[src/rtl/imem_pkg.sv]
// Shared types and helpers for the instruction memory fetch block.
package imem_pkg;

    typedef enum logic [1:0] {
        ERR_NONE,
        ERR_MISALIGN,
        ERR_RANGE
    } err_e;

    localparam int MAX_DATA_W = 256;
    localparam logic [MAX_DATA_W-1:0] NOP = '0;

    // Misalignment wins over range so a bad low-order address is reported as such.
    function automatic err_e classify(input logic [31:0] addr,
                                      input int unsigned sh,
                                      input int unsigned depth);
        logic [31:0] mask;
        mask = (32'd1 << sh) - 32'd1;
        if ((addr & mask) != '0)
            return ERR_MISALIGN;
        if ((addr >> sh) >= depth)
            return ERR_RANGE;
        return ERR_NONE;
    endfunction

endpackage

[src/rtl/imem_array.sv]
// Instruction storage: synchronous write, combinational read, no reset.
module imem_array import imem_pkg::*; #(
    parameter int DATA_W = 32,
    parameter int DEPTH  = 64
) (
    input  logic                     clk,
    input  logic                     we,
    input  logic [$clog2(DEPTH)-1:0] waddr,
    input  logic [DATA_W-1:0]        wdata,
    input  logic [$clog2(DEPTH)-1:0] raddr,
    output logic [DATA_W-1:0]        rdata
);

    logic [DATA_W-1:0] mem [DEPTH];

    // Guard only matters for non-power-of-two depths.
    always_ff @(posedge clk) begin
        if (we && (32'(waddr) < DEPTH))
            mem[waddr] <= wdata;
    end

    assign rdata = mem[raddr];

endmodule

[src/rtl/imem_fetch.sv]
// Instruction fetch: address checks, load forwarding, one-deep registered
// response with valid/ready back-pressure.
module imem_fetch import imem_pkg::*; #(
    parameter int DATA_W = 32,
    parameter int DEPTH  = 64,
    parameter int ADDR_W = 8
) (
    input  logic                     clk,
    input  logic                     rst,
    input  logic                     req_valid,
    output logic                     req_ready,
    input  logic [ADDR_W-1:0]        req_addr,
    output logic                     rsp_valid,
    input  logic                     rsp_ready,
    output logic [DATA_W-1:0]        rsp_instr,
    output logic [ADDR_W-1:0]        rsp_addr,
    output logic                     rsp_err,
    input  logic                     ld_en,
    input  logic [$clog2(DEPTH)-1:0] ld_addr,
    input  logic [DATA_W-1:0]        ld_data
);

    localparam int BYTE_SH = $clog2(DATA_W / 8);
    localparam int IDX_W   = $clog2(DEPTH);

    typedef struct packed {
        logic [DATA_W-1:0] instr;
        logic [ADDR_W-1:0] addr;
        logic              err;
    } rsp_t;

    err_e              req_err;
    logic              err_any;
    logic [31:0]       widx;
    logic [DATA_W-1:0] rd_data;
    logic [DATA_W-1:0] fwd_data;
    logic              accept;
    logic              vld_q;
    rsp_t              rsp_q;

    assign req_err = classify(32'(req_addr), BYTE_SH, DEPTH);
    assign err_any = (req_err != ERR_NONE);
    assign widx    = 32'(req_addr) >> BYTE_SH;

    imem_array #(
        .DATA_W (DATA_W),
        .DEPTH  (DEPTH)
    ) u_array (
        .clk   (clk),
        .we    (ld_en),
        .waddr (ld_addr),
        .wdata (ld_data),
        .raddr (widx[IDX_W-1:0]),
        .rdata (rd_data)
    );

    // A load landing on the word being fetched this cycle is returned directly.
    always_comb begin
        fwd_data = rd_data;
        if (ld_en && (32'(ld_addr) == widx))
            fwd_data = ld_data;
    end

    assign req_ready = !vld_q || rsp_ready;
    assign accept    = req_valid && req_ready;

    always_ff @(posedge clk or posedge rst) begin
        if (rst) begin
            vld_q <= 1'b0;
            rsp_q <= '0;
        end else if (accept) begin
            vld_q       <= 1'b1;
            rsp_q.instr <= err_any ? NOP[DATA_W-1:0] : fwd_data;
            rsp_q.addr  <= req_addr;
            rsp_q.err   <= err_any;
        end else if (rsp_ready) begin
            vld_q <= 1'b0;
        end
    end

    assign rsp_valid = vld_q;
    assign rsp_instr = rsp_q.instr;
    assign rsp_addr  = rsp_q.addr;
    assign rsp_err   = rsp_q.err;

endmodule

[config.mk]
export PLATFORM = sky130hd
export DESIGN_NAME = imem_fetch
export DESIGN_NICKNAME = d
export VERILOG_FILES = /design/src/rtl/imem_pkg.sv /design/src/rtl/imem_array.sv /design/src/rtl/imem_fetch.sv
export SDC_FILE = /design/constraint.sdc
export NUM_CORES = 2
export LEC_CHECK = 0
export CAP_MARGIN = 40
export CELL_PAD_IN_SITES_DETAIL_PLACEMENT = 0
export CELL_PAD_IN_SITES_GLOBAL_PLACEMENT = 2
export CORE_MARGIN = 2
export CORE_UTILIZATION = 47
export CTS_BUF_LIST = sky130_fd_sc_hd__clkbuf_4
export DETAILED_ROUTE_END_ITERATION = 7
export PLACE_DENSITY = 0.83
export SYNTH_ARGS = -nofsm -noshare
export SYNTH_HDL_FRONTEND = slang
export SYNTH_SLANG_ARGS = --single-unit
[constraint.sdc]
create_clock -name clk -period 1.65 [get_ports clk]
set_input_delay 0.495 -clock clk [delete_from_list [all_inputs] [get_ports clk]]
set_output_delay 0.495 -clock clk [all_outputs]
set_load 0.02 [all_outputs]
==> impl_metrics.env <==
export IMPL_run_status="finished, violations left"
export IMPL_violations="negative setup slack"
export IMPL_mostFrequentLayoutCells="edfxtp_1 (2048), clkbuf_4 (753), mux4_2 (439)"
export IMPL_p_clk_share_pct=38.5
export IMPL_final_max_slew_violation_count=0
export IMPL_maxSlewHeadroom_pct=44.64
export IMPL_synth_warning_count=0
export IMPL_p_leak_nw=32.94
export IMPL_critPathKind="reg2out"
export IMPL_ys_ff_latch=2090
export IMPL_antenna_found_initial=12
export IMPL_post_route_drc_count=0
export IMPL_crit_top_cell="buf_6"
export IMPL_drt_vias_per_instance=6.069
export IMPL_max_stage_delay_ns=0.39
export IMPL_power_frac_comb_pct=6.9
export IMPL_path_clk_slew_ns=0.07
export IMPL_portBuffers=93
export IMPL_fin_nets=4760
export IMPL_yosysUniqueCellTypes=58
export IMPL_reg2reg_from="u_array.mem[40][20]$_DFFE_PP_"
export IMPL_rr_worst_depth=7
export IMPL_wl_per_cell_um=30.99
export IMPL_critPathRequiredTime_ns=1.15
export IMPL_maxCapViolCount=0
export IMPL_grt_use_total_pct=25.83
export IMPL_first_pass_iters=8
export IMPL_p_per_area_mw_per_mm2=1109
export IMPL_num_vias=43970
export IMPL_sequentialPowerShare_pct=54.6
export IMPL_syn_area_per_cell_sq_um=22.00
export IMPL_num_rows=151
export IMPL_hold_ws_ns=0.09493
export IMPL_htreeDepth=6
export IMPL_dieArea_sq_mm=0.1733
export IMPL_rrSetupSlack_ns=-0.89
export IMPL_synth_main_ff_cell="edfxtp_1"
export IMPL_fin_ws_ns=-0.9124
export IMPL_path_delay_family="flip-flops"
export IMPL_cp_data_arrival_time_ns=2.07
export IMPL_end_kind="output port"
export IMPL_drt_iter0_drc=5883
export IMPL_gp_congestion=0.8846
export IMPL_ys_seq_area_share_pct=78.30
export IMPL_path_cells="nand2b_1 > buf_6 > buf_6"
export IMPL_grt_first_pass_wirelength_mm=316.6
export IMPL_hold_class="in2reg"
export IMPL_design_power_total_mw=108.1
export IMPL_cp_slowest_cell="dfrtp_1"
export IMPL_startpoint_type="flip-flop"
export IMPL_synth_async_sr_flop_share_pct=2.010
export IMPL_path_max_fanout=2
export IMPL_synth_top_cell_by_area="edfxtp_1"
export IMPL_fmaxAchievable_mhz=390.3
export IMPL_min_to="rsp_instr[1]$_DFFE_PP0P_"
export IMPL_ant_nets=0
export IMPL_setup_viol=75
export IMPL_start_util_pct=47.24
export IMPL_die_x_um=416.3
export IMPL_hp_start="req_addr[3]"
export IMPL_synthesis_nets=3683
export IMPL_p_int_mw=83.71
export IMPL_n_fill_cell=12190
export IMPL_switching_power_mw=24.41
export IMPL_wl_mm=224.5
export IMPL_dp_hpwl_mm=139.7
export IMPL_area_growth_pct=22.09
export IMPL_fin_crit_ns=2.562
export IMPL_holdPathStages=7
export IMPL_synth_edff_count=2048
export IMPL_insertion_delay_ns=1.35
export IMPL_swShare_pct=22.57
export IMPL_syn_area_sq_mm=0.07989
export IMPL_grt_max_degree=66
export IMPL_clock_path_buffers=4
export IMPL_grt_pass1_vias=44360
export IMPL_cp_buffers_inverters=2
export IMPL_cts_tree="done"
export IMPL_cts_sinks=2090
export IMPL_drive_above_1_share_pct=41.23
export IMPL_cts_buffers_inserted=536
export IMPL_rsz0062_at_grt="yes"
export IMPL_synthTopCellsByArea="edfxtp_1 (77%), mux4_2 (12%), mux2i_1 (3.2%)"
export IMPL_die_h_um=416.3
export IMPL_cts_root_buf="clkbuf_4"
export IMPL_synth_top_cell_area_share_pct=76.98
export IMPL_skew_ns=0.08916
export IMPL_r2r_end="rsp_instr[20]$_DFFE_PP0P_"
export IMPL_fin_crit_sh_pct=155.3
export IMPL_synthCells=3632
export IMPL_core_sq_mm=0.1691
export IMPL_finalHoldViolations=0
export IMPL_utilization_pct=57.68
export IMPL_max_slew_worst_pin_slew_ns=0.8304
export IMPL_layout_commonest_cell="edfxtp_1"
export IMPL_overflow=0
export IMPL_io_pins=94
export IMPL_peakVddDrop_v=0.0008668
## how the worst max path moves through the flow
stage,startpoint,end,slack [ns],cells after the start
finish,rsp_valid$_DFFE_PP0P_,req_ready,-0.91,3
global route,u_array.mem[40][20]$_DFFE_PP_,rsp_instr[20]$_DFFE_PP0P_,-1.03,7
CTS,rsp_instr[31]$_DFFE_PP0P_,rsp_instr[31],-1.00,2
detailed placement,req_addr[2],rsp_instr[4]$_DFFE_PP0P_,-1.71,9
global placement,req_addr[2],rsp_instr[4]$_DFFE_PP0P_,-1.66,9
floorplan,ld_addr[5],u_array.mem[31][0]$_DFFE_PP_,-0.68,3
## worst min-delay path, delay by kind of cell
family                 cells  cell delay [ns]
AND/OR/NAND/NOR            2             0.24
buffers and inverters      3             0.45
AO/OA/AOI/OAI              2             0.19
## flip-flops by register name, indices dropped and copies added, names as in the netlist
register	count
u_array.mem	2048
rsp_instr	32
rsp_addr	8
rsp_err	1
rsp_valid	1
## cell usage after synthesis, types with 3 or more instances
master and n:
nand4_1 31, or3b_2 3, xor2_1 3, a32oi_1 26, a22o_1 5, o21ai_1 4
o21ai_0 5, a222oi_1 28, a211oi_1 4, buf_6 16, clkbuf_1 87, a21boi_0 3
buf_4 12, edfxtp_1 2048, xnor2_1 3, mux2_2 8, o211ai_1 3, o32ai_1 4
nand3_1 68, a22oi_1 95, nor2_1 72, nor3_1 3, o221ai_1 29, inv_1 56
dfrtp_1 42, o22ai_1 12, buf_2 73, mux4_2 439, nand2_1 71, a21oi_1 57
nor2b_1 10, nand3b_1 3, buf_1 17, a221oi_1 4, nand2b_1 6, mux2i_1 253
## metal layers
| layer | track usage (%) | share of wire, % |
|---|---|---|
| met1 | 34.76 | 38 |
| met2 | 41.57 | 49 |
| met3 | 5.434 | 9.5 |
| met4 | 10.23 | 3.3 |
| met5 | 0 | 0 |
## through the flow
step	TNS [ns]	cells	cell area [sq um]	setup slack [ns]
2_1_floorplan	-1252.23	3632	80550	-0.6776
3_3_place_gp	-1920.40	6318	90080	-1.657
3_5_place_dp	-1930.97	6319	90090	-1.707
4_1_cts	-57.09	7234	97260	-1.001
5_1_grt	-55.41	7243	97530	-1.027
6_report	-49.50	7245	97530	-0.9124
## final cells by class
cell class	instances	area (sq um)	area share [%]
diodes	9	22.52	0.02309
clock inverters	94	535.5	0.5491
multi-input cells	1280	17000	17.42
clock buffers	753	5653	5.796
flip-flops and latches	2090	62580	64.16
repair buffers	745	8762	8.984
inverters	56	210.2	0.2155
well taps	2218	2775	2.845
## what timing repair did
| action | CTS | global route |
|---|---|---|
| hold endpoints to repair | 2127 | 0 |
| gates cloned | 0 | 1 |
| gates resized for setup | 243 | 50 |
| buffers inserted | 27 | 13 |
| setup endpoints to repair | 75 | 75 |
| hold buffers | 47 | 0 |
| pin swaps | 29 | 56 |
## power by group through the flow
stage	clock network [mW]	logic, mW	registers [mW]
3_5_place_dp	0	7.10	60.1
2_1_floorplan	0	3.03	60.1
4_1_cts	42.4	7.36	59.0
6_report	41.6	7.48	59.0
3_3_place_gp	0	6.99	60.1
5_1_grt	45.0	7.79	59.0
## logic make-up (layout without fill, tap and decap cells)
logic type / count (synthesis) / count (layout) / synth area share (%)
compound gates: 292 / 292 / 2.739
simple gates: 282 / 282 / 1.684
mux: 700 / 700 / 15.66
flops: 2090 / 2090 / 78.30
xor+xnor: 6 / 6 / 0.06579
other cells: 0 / 9 / 0
buf+inv: 262 / 1648 / 1.554
Power figures use the tool's default switching activity.
